===== src/rtl/cpu_pkg.sv =====
// Shared CPU definitions: fetch address map defaults and the sequencer state encoding.
package cpu_pkg;

    localparam logic [31:0] RESET_PC_DEFAULT = 32'h0000_3000;
    localparam logic [31:0] EXC_VEC_DEFAULT  = 32'h0000_4180;
    localparam int          IM_WORDS_DEFAULT = 4096;

    typedef enum logic [1:0] {
        BOOT  = 2'd0,
        RUN   = 2'd1,
        FLUSH = 2'd2
    } seq_state_t;

    // Address of the last word in an instruction memory of 'words' words at 'base'.
    function automatic logic [31:0] im_last_addr(input logic [31:0] base, input int words);
        return base + (32'(words) << 2) - 32'd4;
    endfunction

endpackage


===== src/rtl/pc_range_chk.sv =====
// Fetch-address error check: flags a PC that is misaligned or outside the instruction memory.
module pc_range_chk
    import cpu_pkg::*;
#(
    parameter logic [31:0] BASE  = RESET_PC_DEFAULT,
    parameter int          WORDS = IM_WORDS_DEFAULT
) (
    input  logic [31:0] pc,
    output logic        adel
);

    localparam logic [31:0] LAST = im_last_addr(BASE, WORDS);

    assign adel = (pc[1:0] != 2'b00) || (pc < BASE) || (pc > LAST);

endmodule


===== src/rtl/pc_sequencer.sv =====
// Fetch-stage program-counter sequencer: next-PC selection, stall handling with
// deferred redirects, exception/ERET flushes and fetch-address error flagging.
module pc_sequencer
    import cpu_pkg::*;
#(
    parameter logic [31:0] RESET_PC = RESET_PC_DEFAULT,
    parameter logic [31:0] EXC_VEC  = EXC_VEC_DEFAULT,
    parameter int          IM_WORDS = IM_WORDS_DEFAULT
) (
    input  logic        clk,
    input  logic        reset,
    input  logic        stall,
    input  logic        br_valid,
    input  logic [31:0] br_target,
    input  logic        exc_req,
    input  logic        eret_req,
    input  logic [31:0] epc,
    output logic [31:0] pc,
    output logic [31:0] pc_plus4,
    output logic        fetch_valid,
    output logic        fetch_adel,
    output logic        redir_pending
);

    seq_state_t  state_reg, state_next;
    logic [31:0] pc_reg, pc_next;
    logic        pend_valid_reg, pend_valid_next;
    logic [31:0] pend_target_reg, pend_target_next;
    logic        adel;

    pc_range_chk #(
        .BASE  (RESET_PC),
        .WORDS (IM_WORDS)
    ) u_range_chk (
        .pc   (pc_reg),
        .adel (adel)
    );

    always_comb begin
        state_next       = state_reg;
        pc_next          = pc_reg;
        pend_valid_next  = pend_valid_reg;
        pend_target_next = pend_target_reg;
        case (state_reg)
            BOOT: begin
                state_next = RUN;
            end
            RUN: begin
                if (exc_req) begin
                    pc_next         = EXC_VEC;
                    state_next      = FLUSH;
                    pend_valid_next = 1'b0;
                end else if (eret_req) begin
                    pc_next         = epc;
                    state_next      = FLUSH;
                    pend_valid_next = 1'b0;
                end else if (stall) begin
                    // Redirects seen while stalled are parked; the newest one wins.
                    if (br_valid) begin
                        pend_valid_next  = 1'b1;
                        pend_target_next = br_target;
                    end
                end else if (br_valid) begin
                    pc_next         = br_target;
                    pend_valid_next = 1'b0;
                end else if (pend_valid_reg) begin
                    pc_next         = pend_target_reg;
                    pend_valid_next = 1'b0;
                end else begin
                    pc_next = pc_plus4;
                end
            end
            FLUSH: begin
                // The target fetched in this bubble is issued on the next RUN cycle.
                if (exc_req) begin
                    pc_next = EXC_VEC;
                end else begin
                    state_next = RUN;
                end
            end
            default: begin
                state_next = BOOT;
            end
        endcase
    end

    always_ff @(posedge clk) begin
        if (reset) begin
            state_reg       <= BOOT;
            pc_reg          <= RESET_PC;
            pend_valid_reg  <= 1'b0;
            pend_target_reg <= RESET_PC;
        end else begin
            state_reg       <= state_next;
            pc_reg          <= pc_next;
            pend_valid_reg  <= pend_valid_next;
            pend_target_reg <= pend_target_next;
        end
    end

    assign pc            = pc_reg;
    assign pc_plus4      = pc_reg + 32'd4;
    assign fetch_adel    = adel;
    assign fetch_valid   = (state_reg == RUN) && !adel;
    assign redir_pending = pend_valid_reg;

endmodule


===== config.mk =====
export PLATFORM = sky130hd
export DESIGN_NAME = pc_sequencer
export DESIGN_NICKNAME = d
export VERILOG_FILES = /design/src/rtl/cpu_pkg.sv /design/src/rtl/pc_range_chk.sv /design/src/rtl/pc_sequencer.sv
export SDC_FILE = /design/constraint.sdc
export NUM_CORES = 1
export LEC_CHECK = 0
export CAP_MARGIN = 25
export CORE_MARGIN = 5
export CORE_UTILIZATION = 48
export CTS_BUF_LIST = sky130_fd_sc_hd__clkbuf_4 sky130_fd_sc_hd__clkbuf_8
export DETAILED_ROUTE_END_ITERATION = 10
export PLACE_DENSITY = 0.82
export SLEW_MARGIN = 20
export SYNTH_ARGS = -nofsm -noshare
export SYNTH_HDL_FRONTEND = slang
export SYNTH_SLANG_ARGS = --single-unit
export TNS_END_PERCENT = 5

===== constraint.sdc =====
create_clock -name clk -period 2.6 [get_ports clk]
set_clock_uncertainty 0.05 [all_clocks]
set_input_delay 0.52 -clock clk [delete_from_list [all_inputs] [get_ports clk]]
set_output_delay 0.52 -clock clk [all_outputs]
set_load 0.02 [all_outputs]

==> flow_summary.ini <==
[global_routing]
grt_use_met2_pct = 50.4
use_met3_pct = 6.60
grt_pass1_wl_um = 27700
antenna_found_initial = 1
grt_max_degree = 49
grt_use_met1_pct = 40.2
grt_pass1_vias = 5257
grt.overflow.total = 0
grt_util_all_layers_pct = 30.9
busiest_layer = met2

[layout]
syn2layout_area_growth_pct = 50.7
fin_util_pct = 74.4
drive_above_1_share_pct = 19.4
fin_area_um2 = 6520
finalNonFillerCells = 881
nNetsFinal = 844
diodes = 0

[detailed_routing]
drt_drc_violations_left = 0
drt_first_pass_iters = 6
routed_wl_um = 17700
wl_per_cell_um = 20.0
drt_iter0_drc = 445
postRouteAntennaNets = 0
viasPerCell = 6.13
vias = 5400

[floorplanning]
dieHeight_um = 105
core_area_um2 = 8760
die_w_um = 105
start_util_pct = 49.4
die_area_um2 = 11000
pin_count = 137
placementRows = 34

[worst_setup_path]
slowest_delay_ns = 0.36
r2r_end = pc[29]$_SDFFE_PP0P_
r2r-start = state_reg[0]$_SDFFE_PP0P_
start_kind = flip-flop
reg2reg_slack_ns = 0.36
worst_r2r_path_depth = 7
crit_chain = nand4_1 -> buf_6 -> nor3_1 -> xor2_1 -> clkdlybuf4s15_1
path_class = flip-flop to output pin
setup.worst_path.end_class = output pin
cp_data_arrival_time_ns = 2.09
cp_data_required_time_ns = 2.03
cp-startpoint = pc[2]$_SDFFE_PP0P_
cp_max_fo = 4
critPathSlowestCell = clkdlybuf4s15_1

[hold_path]
hold_path.class = flip-flop to flip-flop
hp-start = pend_target_reg[17]$_SDFFE_PP0P_
hold_path_depth = 2
holdPathEnd = pend_target_reg[17]$_SDFFE_PP0P_

[yosys]
synth_edf_count = 0
synth-seq-cells = 67
post_synth_num_cell_types = 65
synth_area_leader_cell = dfxtp_1
synth-main-ff-cell = dfxtp_1
netlist_area_um2 = 4330
yosysTopAreaCellShare_pct = 31.0
syn-mean-instance-area_um2 = 7.43
yosys_warnings = 0
yosys-top-cells-area = dfxtp_1 31%, nand2_1 10%, a21oi_1 8.0%
ys_seq_area_share_pct = 31.0
ys_async_sr_fraction_pct = 0
synthCells = 582
mappedNetlistNets = 657

[clock_network]
cts_tree = done
cts.sinks = 67
numCtsBuffers = 9
clock_path_buffers = 2
cts.root.buffer_cell = clkbuf_8
postCtsHoldBufs = 0
path_clk_slew_ns = 0.07
worstSkewPairLatency_ns = 0.34
h-tree-depth = 3

[timing]
post-route-period-util_pct = 102
drv_slew = 0
final.setup.tns_ns = -0.0855
relSlewSlack_pct = 62.6
period_needed_ns = 2.66
fmaxAchievable_ghz = 0.376
fin_ws_ns = -0.0618
tightest_slew_ns = 0.547
rsz0062_at_grt = yes
setup_viol_count_final = 3
hold_slack_ns = 0.406
hold_viol = 0

[place]
dpl_cell_area_um2 = 6320
dp_hpwl_um = 13100
gp_congestion = 0.962
dp_slack_ns = -0.111
dp_cells = 865
portBuffers = 136

[pwr]
p_leak_nw = 2.63
vdd_drop_max_mv = 0.464
powerDensity_nw_per_um2 = 510
finalPower_mw = 3.32

[run_status]
status = complete, but fails checks
violations = negative setup slack

[flow_run]
max_cap_violations = 0
[cell usage after synthesis, drive strengths merged, types with 2 or more instances]
cell type  number
nand2         117
a21oi          70
dfxtp          67
clkbuf         32
o21ai          27
nor2           23
xnor2          23
nand2b         18
nand3          17
inv            14
nor3           13
a32o           12
nand4          12
buf            11
nor4           10
a41o            8
mux2i           8
and3            7
a31oi           6
and4            6
o211ai          6
o311ai          6
a22oi           5
ha              5
o31ai           5
xor2            5
or2             4
a211oi          3
a221oi          3
nand3b          3
nor2b           3
o221ai          3
o22ai           3
a211o           2
a21o            2
a22o            2
and2            2
nor3b           2
o2bb2ai         2
o31a            2
or3             2
[routing by layer]
metal / vias up / share of wire [%]
li1: 2485 / -
met4: 2 / 2.4
met2: 312 / 47
met5: - / 0.074
met1: 2556 / 41
met3: 45 / 9.8
[logic make-up (layout without fill, tap and decap cells)]
family                   count (synthesis)  in the layout  share of synthesized area, %
flip-flops                              67             67                          31.0
adder cells (fa/ha/maj)                  5              5                          1.45
XOR/XNOR                                28             28                          5.84
buffers and inverters                   57            248                          5.26
AND/OR/NAND/NOR                        242            242                          28.1
multiplexers                             9              9                          2.11
AO/OA/AOI/OAI                          174            174                          26.3
[power breakdown]
group / switching (mW) / leakage, nW / total [mW] / internal (mW)
Clock: 0.394 / 0.106 / 0.905 / 0.511
Sequential: 0.0546 / 0.544 / 1.15 / 1.09
Combinational: 0.706 / 1.98 / 1.27 / 0.565
Total: 1.16 / 2.63 / 3.32 / 2.17
[worst max-delay path by stage]
stage | end | slack [ns]
2_1_floorplan | pc_plus4[26] | 0.12
3_3_place_gp | pc_plus4[24] | -0.08
3_5_place_dp | pc_plus4[25] | -0.11
4_1_cts | pc_plus4[23] | -0.15
5_1_grt | pc_plus4[29] | -0.15
6_report | pc_plus4[13] | -0.06
[worst max-delay path: cells and delay by family (launching register included)]
kind                      cells  cell delay (ns)
buffers and inverters         2             0.60
DFF                           1             0.35
xor gates and xnor gates      1             0.31
and+or+nand+nor               2             0.49
[repair_timing]
item,4_1_cts,5_1_grt
setup buffers,0,1
endpoints found under the setup margin,27,22
gates resized for setup,63,38
pin swaps,4,2
[final cells by class]
cell class	instances	area (um2)
flip-flops and latches	67	1350
well taps	108	135
clock buffers	13	166
fillers	715	2240
inverters	14	52.6
multi-input cells	458	2810
repair buffers	219	1970
clock inverters	2	35.0
[cells in the final DEF (no fill, tap or decap), types with 4 or more instances in the layout]
cell type	n
nand2_1	117
clkdlybuf4s50_1	106
buf_4	80
a21oi_1	69
dfxtp_1	60
o21ai_0	24
xnor2_1	22
nor2_1	21
nand2b_1	18
nand3_1	17
inv_1	13
a32o_1	12
clkbuf_8	11
nand4_1	10
nor3_1	10
buf_2	9
a41o_1	8
mux2i_1	8
dfxtp_2	7
and3_1	6
nor4_1	6
a31oi_1	6
o211ai_1	6
dlygate4sd2_1	6
clkbuf_2	6
o31ai_1	5
a22oi_1	5
ha_1	5
buf_12	5
and4_1	4
xor2_1	4
No activity file was read; power rests on OpenSTA's default activity.
==> patch 1, RTL diff (config.mk and constraints unchanged) <==
Re-encode `seq_state_t` (3 states) as one-hot, 3 bits wide.
--- a/src/rtl/cpu_pkg.sv
+++ b/src/rtl/cpu_pkg.sv
@@ -5,10 +5,10 @@
     localparam logic [31:0] EXC_VEC_DEFAULT  = 32'h0000_4180;
     localparam int          IM_WORDS_DEFAULT = 4096;
 
-    typedef enum logic [1:0] {
-        BOOT  = 2'd0,
-        RUN   = 2'd1,
-        FLUSH = 2'd2
+    typedef enum logic [2:0] {
+        BOOT  = 3'b001,
+        RUN   = 3'b010,
+        FLUSH = 3'b100
     } seq_state_t;
 
     // Address of the last word in an instruction memory of 'words' words at 'base'.
Formal check against the unedited RTL: same outputs for any inputs over 4 cycles, from zero or initial values and one cycle with reset high; so few cycles prove little.
==> patch 1 against the unedited design <==
The run still ends with negative setup slack left. Sequential cell count rose by 1. Fmax is 0.13% lower. Critical path type unchanged. Register-to-register slack gained 0.05 ns. Synthesized area rose by 0.81%. Worst setup slack worse by 0.0034 ns. Wire length decreased by 3.9%. Core utilization up 0.99 points. Cell area rose by 1.8%. Worst hold slack gained 0.0039 ns.
Power is not compared: it rests on default switching activity, and its combinational part moved more than twofold at a synthesized area within 25%.
==> patch 1: results (changes against the unedited design) <==
crit_start: "pc[7]"
fin_nets: 850  # +0.71%
synth_commonest_cells: "nand2_1 (118), dfxtp_1 (68), a21oi_1 (64), o21ai_0 (36), nor2_1 (35)"
viasPerCell: 6.072  # -0.94%
violations: "negative setup slack"
globalplace.congestion: 0.9632  # +0.17%
worstHoldEndpoint: "pend_target_reg[14]"
first_pass_iters: 5  # -1
dp_hpwl_um: 12650  # -3.4%
grt_pass1_wl_um: 26190  # -5.6%
synth-compound-area-share: 0.2329  # -0.02994
hold_slack_ns: 0.4095  # +0.003918 ns
setup_ws_ns: -0.06520  # -0.003427 ns
nFillCells: 679  # -5.0%
tns_ns: -0.2917  # -0.2062 ns
yosysSeqAreaShare: 0.3121  # +0.002100
finalSetupViolations: 9  # +6
worstMarginPinSlew_ns: 0.5459  # -0.001159 ns
synth-seq-cells: 68  # +1.5%
nonClkBufAreaFrac: 0.3004  # -0.001256
synth-xor-area-share: 0.05622  # -0.002190
multiInputGateArea_um2: 2873  # +2.1%
crit_fanout: 5  # +1
status: "complete, but fails checks"
worstRegToRegCells: 5  # -2
grt_pass1_vias: 5071  # -3.5%
drtIter0Drc: 551  # +24%
placed_area_um2: 6301  # -0.38%
r2r_start: "redir_pending"
synth.avg_cell_area_um2: 7.405  # -0.39%
synth.net_count: 660  # +0.46%
==> patch 1: changes by cell type in the layout (fill, tap and decap cells not counted), moves of 4 or more <==
cell	unedited run	this run
a311oi_1	0	4
buf_2	9	3
ha_1	5	0
nand2b_1	18	13
a41o_1	8	1
a21oi_1	69	64
a32o_1	12	4
nand3_1	17	22
buf_4	80	86
nor2_1	21	34
o21ai_0	24	36
==> patch 1: cells by family (layout without fill, tap and decap cells) <==
kind of cell / after synthesis / count (layout)
fa+ha+maj: 1 / 1
mux: 11 / 11
xor+xnor: 28 / 28
buf+inv: 53 / 247
compound gates: 162 / 162
flops: 68 / 68
simple gates: 266 / 266
==> patch 1: layer usage <==
layer  GRT usage  share of wire
met2      0.4791           0.47
met3     0.07579           0.11
met5           0              0
met1      0.3715           0.39
met4      0.1068          0.028
==> patch 1: critical path, cell delays in order, from the launching register on <==
cell     delay [ns]
dfxtp_1        0.38
nand4_4        0.15
or3_4          0.43
nor3_4         0.29
buf_6          0.15
nand2_4        0.05
xnor2_2        0.15
buf_4          0.16
==> patch 2, RTL diff (same flow settings) <==
Made on the original files. Reset style: asynchronous (`reset`), changed in one clocked block.
--- a/src/rtl/pc_sequencer.sv
+++ b/src/rtl/pc_sequencer.sv
@@ -84,7 +84,7 @@
         endcase
     end
 
-    always_ff @(posedge clk) begin
+    always_ff @(posedge clk or posedge reset) begin
         if (reset) begin
             state_reg       <= BOOT;
             pc_reg          <= RESET_PC;
Check against the original RTL: differs if reset is asserted again (counterexample within 4 cycles, from zero or initial values and one cycle with reset high); with reset held inactive, the same outputs for 4 cycles.
==> patch 2 against the unedited design <==
Cell area rose by 4.7%. Wire length fell by 6.4%. Synthesized area up 2.8%. Critical path depth did not move. The flow still finishes with violations (negative setup slack). Worst setup slack worse by 0.11 ns. Sequential cell count stayed put. Fmax decreased by 4.0%.
Power is not compared: it rests on default switching activity, and its combinational part moved more than twofold at a synthesized area within 25%.
==> patch 2: results (changes against the unedited design) <==
critical_path.max_stage_delay_ns: 0.55  # +0.19 ns
ys_top_cells_by_area: "dfrtp_1 (35%), mux2_2 (8.6%), xnor2_1 (3.7%)"
r2r_setup_slack_ns: 0.30  # -0.06 ns
crit_fanout: 5  # +1
top_layer_used: "met4"
setup_ws_ns: -0.1725  # -0.1108 ns
worstPathArrival_ns: 2.20  # +0.11 ns
synth-async-reset-ratio: 1.000  # +1.000
synth-xor-area-share: 0.05513  # -0.003282
worstMarginPinSlew_ns: 0.8937  # +0.3467 ns
synth_commonest_cells: "dfrtp_1 (63), nand2_1 (36), mux2_2 (34), o21ai_0 (30)"
finalSetupViolations: 10  # +7
wirelength_um: 16520  # -6.4%
cp_slowest_cell: "dfstp_2"
globalplace.congestion: 0.9195  # -4.4%
via_count: 4994  # -7.5%
worstRegToRegCells: 8  # +1
status: "complete, but fails checks"
viasPerCell: 6.219  # +1.5%
fin_nets: 762  # -9.7%
yosysSeqAreaShare: 0.3781  # +0.06805
crit_family: "simple AND/OR/NAND/NOR gates"
wl_met2_um: 7801  # -6.3%
antenna_found_initial: 0  # -1
placed_area_um2: 6583  # +4.1%
violations: "negative setup slack"
synth_ff_type: "dfrtp_1"
first_pass_iters: 5  # -1
nFillCells: 644  # -9.9%
grt_pass1_vias: 5140  # -2.2%
ys_types: 67  # +3.1%
place_ws_ns: -0.3088  # -0.1975 ns
reg2reg_to: "pc[19]"
synthAdderAreaFrac: 0.01406  # -0.0003945
synth-compound-area-share: 0.2295  # -0.03333
worstHoldEndpoint: "pend_target_reg[4]"
==> patch 2: cell count changes after synthesis, sizes merged, moves of 9 or more <==
cell    unedited run  this run
nand2            117        36
dfxtp             67         0
dfrtp              0        63
a21oi             70        20
mux2               1        34
nand2b            18         3
o22ai              3        13
a221o              0         9
==> patch 2: through the flow <==
| stage | setup TNS, ns | hold WS, ns | util | total power (W) |
|---|---|---|---|---|
| global route | -1.913 | 0.4695 | 0.7456 | 0.007559 |
| detailed placement | -2.782 | 0.4412 | 0.7192 | 0.006355 |
| CTS | -2.035 | 0.4565 | 0.7396 | 0.007081 |
| global placement | -2.733 | 0.4349 | 0.7192 | 0.006248 |
| floorplan | 0 | 0.4244 | - | 0.004218 |
| finish | -0.6861 | 0.4574 | 0.7456 | 0.007174 |
==> patch 2: logic make-up after synthesis <==
| logic type | after synthesis |
|---|---|
| flip-flops | 67 |
| adder cells (fa/ha/maj) | 5 |
| multiplexers | 40 |
| AND/OR/NAND/NOR | 139 |
| buffers and inverters | 54 |
| XOR/XNOR | 28 |
| AO/OA/AOI/OAI | 144 |
==> patch 2: routing by layer <==
| metal | up-vias | track usage |
|---|---|---|
| li1 | 2226 | - |
| met1 | 2420 | 0.3673 |
| met2 | 297 | 0.4715 |
| met3 | 51 | 0.08075 |
| met4 | 0 | 0.1193 |
| met5 | - | 0 |
==> patch 2: cell type report <==
type | instances | area [um2] | area share
timing repair buffer | 235 | 2112 | 0.3095
clock buffer | 13 | 160.2 | 0.02347
clock inverter | 3 | 15.01 | 0.002200
tap | 111 | 138.9 | 0.02035
sequential | 67 | 1684 | 0.2468
multi-input combinational | 356 | 2646 | 0.3878
inverter | 18 | 67.56 | 0.009901
==> patch 2: worst max path at each step <==
stage,startpoint,to,slack (ns),cells after the start
detailed placement,pc[2],pc_plus4[30],-0.31,6
finish,pc[13],pc_plus4[30],-0.17,5
CTS,pc[2],pc_plus4[22],-0.23,8
floorplan,pc[12],pc_plus4[26],0.04,6
global placement,pc[13],pc_plus4[30],-0.29,5
global route,pc[13],pc_plus4[30],-0.23,5
==> patch 2: what timing repair did <==
item	in CTS	in global routing
setup endpoints to repair	27	23
cloned	0	0
pin swaps	0	7
hold endpoints to repair	0	0
gates resized for setup	87	46
==> patch 2: where the power goes <==
part | switching, W | internal, W | total [W]
Sequential | 0.000388 | 0.00156 | 0.00195
Clock | 0.000413 | 0.000401 | 0.000813
Combinational | 0.00230 | 0.00211 | 0.00441
